**src/rtl/m_bcd_pkg.sv**
```systemverilog
// ---------------------------------------------------------------------------
// m_bcd_pkg
// Shared definitions for the digit-serial BCD add/subtract unit: digit
// width, operation encoding, controller states and a digit validity helper.
// ---------------------------------------------------------------------------
package m_bcd_pkg;

   localparam int BCD_W = 4;

   localparam logic OP_ADD = 1'b0;
   localparam logic OP_SUB = 1'b1;

   typedef enum logic [1:0] {
      IDLE,
      ADD,
      FIX
   } state_e;

   // A BCD digit is legal only in the range 0..9.
   function automatic logic is_valid_bcd(input logic [BCD_W-1:0] d);
      return (d <= BCD_W'(9));
   endfunction

endpackage

```
**src/rtl/m_bcd_digit_addsub.sv**
```systemverilog
// ---------------------------------------------------------------------------
// m_bcd_digit_addsub
// Combinational single-digit BCD adder/subtractor.
//   x, y   : BCD digit operands
//   cin    : incoming carry (add) or borrow (subtract)
//   sub    : 0 = x+y+cin, 1 = x-y-cin
//   digit  : resulting BCD digit
//   cout   : outgoing carry (add) or borrow (subtract)
// ---------------------------------------------------------------------------
module m_bcd_digit_addsub
   import m_bcd_pkg::*;
(
   input  logic [BCD_W-1:0] x,
   input  logic [BCD_W-1:0] y,
   input  logic             cin,
   input  logic             sub,
   output logic [BCD_W-1:0] digit,
   output logic             cout
);

   // One guard bit: holds 0..19 for add, and the sign for subtract.
   logic [BCD_W:0] s;

   always_comb begin
      // NOTE: every output gets a default first so no path leaves it unassigned (no latch).
      s     = '0;
      digit = '0;
      cout  = 1'b0;
      if (sub) begin
         s = {1'b0, x} - {1'b0, y} - {{BCD_W{1'b0}}, cin};
         if (s[BCD_W]) begin
            // Negative: wrap back into 0..9 and borrow from the next digit.
            digit = s[BCD_W-1:0] + BCD_W'(10);
            cout  = 1'b1;
         end else begin
            digit = s[BCD_W-1:0];
         end
      end else begin
         s = {1'b0, x} + {1'b0, y} + {{BCD_W{1'b0}}, cin};
         if (s >= (BCD_W+1)'(10)) begin
            digit = s[BCD_W-1:0] - BCD_W'(10);
            cout  = 1'b1;
         end else begin
            digit = s[BCD_W-1:0];
         end
      end
   end

endmodule

```
**src/rtl/m_bcd_serial_addsub.sv**
```systemverilog
// ---------------------------------------------------------------------------
// m_bcd_serial_addsub
// Digit-serial BCD add/subtract with sign/magnitude result, one digit/clock.
//   clk, rst_n : clock, asynchronous active-low reset
//   start      : request, sampled only while busy=0
//   op         : 0 = a+b, 1 = a-b
//   a, b       : DIGITS-digit BCD operands, units digit in [3:0]
//   busy       : operation in progress
//   done       : one-cycle pulse when result/neg/err are updated
//   result     : BCD result; top digit is the add carry (0 for subtract)
//   neg        : subtract result negative, result holds the magnitude
//   err        : an operand digit was >9, result forced to 0
// ---------------------------------------------------------------------------
module m_bcd_serial_addsub
   import m_bcd_pkg::*;
#(
   parameter int DIGITS = 4
) (
   input  logic                        clk,
   input  logic                        rst_n,
   input  logic                        start,
   input  logic                        op,
   input  logic [BCD_W*DIGITS-1:0]     a,
   input  logic [BCD_W*DIGITS-1:0]     b,
   output logic                        busy,
   output logic                        done,
   output logic [BCD_W*(DIGITS+1)-1:0] result,
   output logic                        neg,
   output logic                        err
);

   localparam int OPW   = BCD_W * DIGITS;
   localparam int RESW  = BCD_W * (DIGITS + 1);
   localparam int IDX_W = $clog2(DIGITS) + 1;
   localparam logic [IDX_W-1:0] LAST = IDX_W'(DIGITS - 1);

   state_e            state_q,  state_d;
   logic [IDX_W-1:0]  idx_q,    idx_d;
   logic              c_q,      c_d;
   logic [OPW-1:0]    a_q,      a_d;
   logic [OPW-1:0]    b_q,      b_d;
   logic              op_q,     op_d;
   logic [OPW-1:0]    acc_q,    acc_d;
   logic              busy_q,   busy_d;
   logic              done_q,   done_d;
   logic [RESW-1:0]   result_q, result_d;
   logic              neg_q,    neg_d;
   logic              err_q,    err_d;

   logic              in_valid;
   logic [BCD_W-1:0]  x_sel, y_sel, digit, top_digit;
   logic              sub_sel, cout;

   // Validity of the operands being captured on this edge.
   always_comb begin
      in_valid = 1'b1;
      for (int i = 0; i < DIGITS; i++) begin
         if (!is_valid_bcd(a[i*BCD_W +: BCD_W]) || !is_valid_bcd(b[i*BCD_W +: BCD_W]))
            in_valid = 1'b0;
      end
   end

   // ADD walks the operands; FIX computes 0 - partial to turn a ten's
   // complement partial result into its magnitude.
   always_comb begin
      x_sel   = '0;
      y_sel   = acc_q[int'(idx_q)*BCD_W +: BCD_W];
      sub_sel = 1'b1;
      if (state_q == ADD) begin
         x_sel   = a_q[int'(idx_q)*BCD_W +: BCD_W];
         y_sel   = b_q[int'(idx_q)*BCD_W +: BCD_W];
         sub_sel = (op_q == OP_SUB);
      end
   end

   m_bcd_digit_addsub u_digit (
      .x     (x_sel),
      .y     (y_sel),
      .cin   (c_q),
      .sub   (sub_sel),
      .digit (digit),
      .cout  (cout)
   );

   assign top_digit = (op_q == OP_ADD) ? {{(BCD_W-1){1'b0}}, cout} : '0;

   always_comb begin
      state_d  = state_q;
      idx_d    = idx_q;
      c_d      = c_q;
      a_d      = a_q;
      b_d      = b_q;
      op_d     = op_q;
      acc_d    = acc_q;
      busy_d   = busy_q;
      done_d   = 1'b0;
      result_d = result_q;
      neg_d    = neg_q;
      err_d    = err_q;

      case (state_q)
         IDLE: begin
            if (busy_q) begin
               // Invalid operand captured last edge: complete with error.
               busy_d   = 1'b0;
               done_d   = 1'b1;
               err_d    = 1'b1;
               neg_d    = 1'b0;
               result_d = '0;
            end else if (start) begin
               a_d    = a;
               b_d    = b;
               op_d   = op;
               idx_d  = '0;
               c_d    = 1'b0;
               busy_d = 1'b1;
               if (in_valid)
                  state_d = ADD;
            end
         end

         ADD: begin
            acc_d[int'(idx_q)*BCD_W +: BCD_W] = digit;
            c_d   = cout;
            idx_d = idx_q + 1'b1;
            if (idx_q == LAST) begin
               if (op_q == OP_SUB && cout) begin
                  // a < b: partial holds the ten's complement of the magnitude.
                  state_d = FIX;
                  idx_d   = '0;
                  c_d     = 1'b0;
               end else begin
                  state_d  = IDLE;
                  busy_d   = 1'b0;
                  done_d   = 1'b1;
                  err_d    = 1'b0;
                  neg_d    = 1'b0;
                  result_d = {top_digit, acc_d};
               end
            end
         end

         FIX: begin
            acc_d[int'(idx_q)*BCD_W +: BCD_W] = digit;
            c_d   = cout;
            idx_d = idx_q + 1'b1;
            if (idx_q == LAST) begin
               state_d  = IDLE;
               busy_d   = 1'b0;
               done_d   = 1'b1;
               err_d    = 1'b0;
               neg_d    = 1'b1;
               result_d = {{BCD_W{1'b0}}, acc_d};
            end
         end

         default: state_d = IDLE;
      endcase
   end

   // NOTE: sequential state uses non-blocking assignments only, so every flop samples pre-edge values.
   always_ff @(posedge clk or negedge rst_n) begin
      if (!rst_n) begin
         // NOTE: operand/partial registers are reset as well; they are few and this keeps the datapath free of X.
         state_q  <= IDLE;
         idx_q    <= '0;
         c_q      <= 1'b0;
         a_q      <= '0;
         b_q      <= '0;
         op_q     <= OP_ADD;
         acc_q    <= '0;
         busy_q   <= 1'b0;
         done_q   <= 1'b0;
         result_q <= '0;
         neg_q    <= 1'b0;
         err_q    <= 1'b0;
      end else begin
         state_q  <= state_d;
         idx_q    <= idx_d;
         c_q      <= c_d;
         a_q      <= a_d;
         b_q      <= b_d;
         op_q     <= op_d;
         acc_q    <= acc_d;
         busy_q   <= busy_d;
         done_q   <= done_d;
         result_q <= result_d;
         neg_q    <= neg_d;
         err_q    <= err_d;
      end
   end

   assign busy   = busy_q;
   assign done   = done_q;
   assign result = result_q;
   assign neg    = neg_q;
   assign err    = err_q;

endmodule

```
**config.mk**
```make
export PLATFORM = sky130hd
export DESIGN_NAME = m_bcd_serial_addsub
export DESIGN_NICKNAME = d
export VERILOG_FILES = /design/src/rtl/m_bcd_pkg.sv /design/src/rtl/m_bcd_digit_addsub.sv /design/src/rtl/m_bcd_serial_addsub.sv
export SDC_FILE = /design/constraint.sdc
export NUM_CORES = 1
export LEC_CHECK = 0
export CAP_MARGIN = 10
export CORE_UTILIZATION = 60
export DETAILED_ROUTE_END_ITERATION = 8
export HOLD_SLACK_MARGIN = 0.15
export PLACE_DENSITY = 0.93
export SETUP_SLACK_MARGIN = 0.2
export SYNTH_ARGS = -nofsm -noshare
export SYNTH_HDL_FRONTEND = slang
export SYNTH_SLANG_ARGS = --single-unit
```
**constraint.sdc**
```tcl
create_clock -name clk -period 7.2 [get_ports clk]
set_input_delay 1.08 -clock clk [delete_from_list [all_inputs] [get_ports clk]]
set_output_delay 1.08 -clock clk [all_outputs]
set_load 0.01 [all_outputs]
```
==> impl_metrics.py <==
metrics = {
    "run_status": {
        "status": "complete, no violations",
    },
    "power": {
        "vdd_drop_max_uv": 250,
        "power_density_mw_per_mm2": 456,
        "p_leak_nw": 2.16,
    },
    "floorplan": {
        "placementRows": 30,
        "ios": 60,
        "initial_core_util_pct": 63.7,
        "die_w_um": 87.9,
        "die_area_mm2": 0.00772,
        "core_region_area_mm2": 0.00694,
        "die_h_um": 87.9,
    },
    "drt": {
        "drt_iter0_drc": 473,
        "wl_per_cell_um": 19.5,
        "viasPerCell": 6.48,
        "vias": 3644,
        "ant_nets": 0,
        "drt_first_pass_iters": 5,
        "drcViolationCount": 0,
        "finalWirelength_um": 11000,
    },
    "cells_and_area": {
        "nets": 522,
        "layout_common_cells": "76 x dfrtp_1, 55 x clkdlybuf4s50_1, 48 x nand2_1, 39 x mux2_2, 34 x o21ai_0",
        "drive_gt1_share_pct": 17.2,
        "fillCellCount": 441,
        "final_common_cell": "dfrtp_1",
        "layoutNonFillerInstCount": 562,
        "insertedDiodeCount": 0,
        "syn2layout_area_growth_pct": 18.0,
    },
    "timing": {
        "setup_tns_ps": 0,
        "slew_headroom_pct": 38.8,
        "skew_ps": 13.7,
        "setup_viol": 0,
        "tightest_slew_ps": 918,
        "finalCritPeriodShare_pct": 66.4,
        "drv_slew": 0,
        "clock.fmax_mhz": 209,
        "rsz0062_at_grt": "false",
        "hold_viol": 0,
        "min_period_ps": 4780,
    },
    "critical_path": {
        "critPathLaunchType": "flip-flop",
        "setup.worst_path.class": "reg2reg",
        "worst_setup_path_end_kind": "flip-flop",
        "crit_required_ps": 7460,
        "arrival_ps": 5040,
        "crit_fanout": 15,
    },
    "clocking": {
        "ctsRootBufferMaster": "clkbuf_8",
        "htreeDepth": 3,
        "ctsResizeCount": 0,
        "post_cts_buffers": 0,
        "clock-sinks": 76,
        "numCtsBuffers": 9,
        "cts-hold-fix-buffers": 0,
        "cts.path.max_buffers": 2,
        "cts_tree": "built",
        "insertion_delay_ps": 360,
        "cts.clk_slew.worst_paths_ps": 90,
    },
    "synth": {
        "ys_seq_area_share_pct": 43.0,
        "synth_edf_count": 0,
        "yosysWarnings": 0,
        "synth_cell_type_count": 60,
        "ys_ff_latch": 76,
        "synth_top_cell_area_share_pct": 43.0,
        "synth_cells": 408,
        "yosys-top-cells-area": "dfrtp_1 43%, mux2_2 9.9%, ha_1 5.9%",
        "synth_flop_cell": "dfrtp_1",
        "yosysTopAreaCell": "dfrtp_1",
        "avgSynthCellArea_um2": 10.8,
        "syn_area_mm2": 0.00442,
        "async_flop_share_pct": 100,
    },
    "flow_run": {
        "drv_cap": 0,
    },
    "global_routing": {
        "grt_pass1_wl_um": 18000,
        "first_global_vias": 3698,
        "track_usage_pct": 31.1,
        "antenna_found_initial": 0,
        "grt_max_degree": 77,
        "grt-ovfl-total": 0,
    },
    "min_path": {
        "holdCritPathClass": "reg2reg",
    },
    "place": {
        "place_inst": 546,
        "io_buffers": 56,
        "gp_congestion": 0.921,
        "hpwl_um": 8040,
    },
}
[final cells by class]
| type | count | area [um^2] | area share (%) |
|---|---|---|---|
| Multi-Input combinational cell | 292 | 2350 | 45.0 |
| Sequential cell | 76 | 1900 | 36.5 |
| Timing Repair Buffer | 58 | 573 | 11.0 |
| Clock buffer | 10 | 138 | 2.64 |
| Tap cell | 96 | 120 | 2.30 |
| Inverter | 24 | 90.1 | 1.73 |
| Clock inverter | 6 | 47.5 | 0.911 |
[cells by family after synthesis]
kind of cell	Yosys count	synth area share (%)
fa+ha+maj	25	7.75
flops	76	43.0
buf+inv	42	4.10
mux	54	16.2
other cells	1	0.0848
simple gates	104	11.6
compound gates	101	16.3
xor+xnor	5	0.990
[registers in the layout, summed over array words and instances, names as in the netlist]
| name | count |
|---|---|
| result | 17 |
| a_q | 16 |
| acc_q | 16 |
| b_q | 16 |
| idx_q | 3 |
| state_q | 2 |
| busy | 1 |
| c_q | 1 |
| done | 1 |
| err | 1 |
| neg | 1 |
| op_q | 1 |
[routing by layer]
layer  vias up  routed length [um]  share of wire, %  global-route usage [%]
li1       1600                   -                 -                       -
met1      1771                4280                39                    37.7
met2       232                5470                50                    53.3
met3        41                 885               8.1                    8.11
met4         0                 323               2.9                    11.5
met5         -                   0                 0                       0
[metrics by stage]
step / util, % / hold WS, ps / area (um^2) / worst slack (ps) / total power, mW
after CTS: 75.1 / 489 / 5220 / 2480 / 2.34
after global routing: 75.1 / 517 / 5220 / 2170 / 2.50
after detailed placement: 72.5 / 469 / 5030 / 2520 / 2.03
after floorplan: - / 466 / 4430 / 3190 / 1.67
after global placement: 72.5 / 460 / 5030 / 2830 / 1.95
final: 75.1 / 483 / 5220 / 2420 / 2.38
[report_power, final]
part	switching, mW	leakage (nW)	internal, mW
combinational	0.840	1.10	0.576
clock	0.173	0.0985	0.138
sequential	0.0974	0.963	0.556
[Yosys cell counts (all sizes together), types with 6 or more instances]
cell / number
dfrtp: 76
nand2: 48
mux2: 39
o21ai: 39
inv: 24
ha: 21
nor2: 15
a21oi: 13
buf: 13
a32oi: 11
o31ai: 11
mux4: 10
nand3: 8
nand2b: 6
[worst paths after layout]
check | startpoint | to | slack, ps | cells past startpoint
setup / recovery | state_q[1] | result[1] | 2420 | 18
max in group asynchronous | rst_n | result[11] | 5760 | 1
hold / removal | result[4] | result[4] | 480 | 2
hold reg to reg | result[4] | result[4] | 480 | 2
min in group asynchronous | rst_n | b_q[1] | 850 | 1
setup reg to reg | state_q[1] | result[1] | 2420 | 18
[critical path, cell delays in order (launching register included)]
cell       delay [ps]
dfrtp_1           430
inv_1             110
ha_1              600
mux4_2            580
nand2_1           100
nand2_1            60
nand2_1           110
inv_1              70
fa_1              410
inv_1              80
fa_1              290
xnor2_1           190
ha_1              260
nand2b_1          130
a2111oi_4         390
nor3_2            120
a221oi_2          340
inv_2             150
o31ai_1           280
No activity file was read; power rests on OpenSTA's default activity.
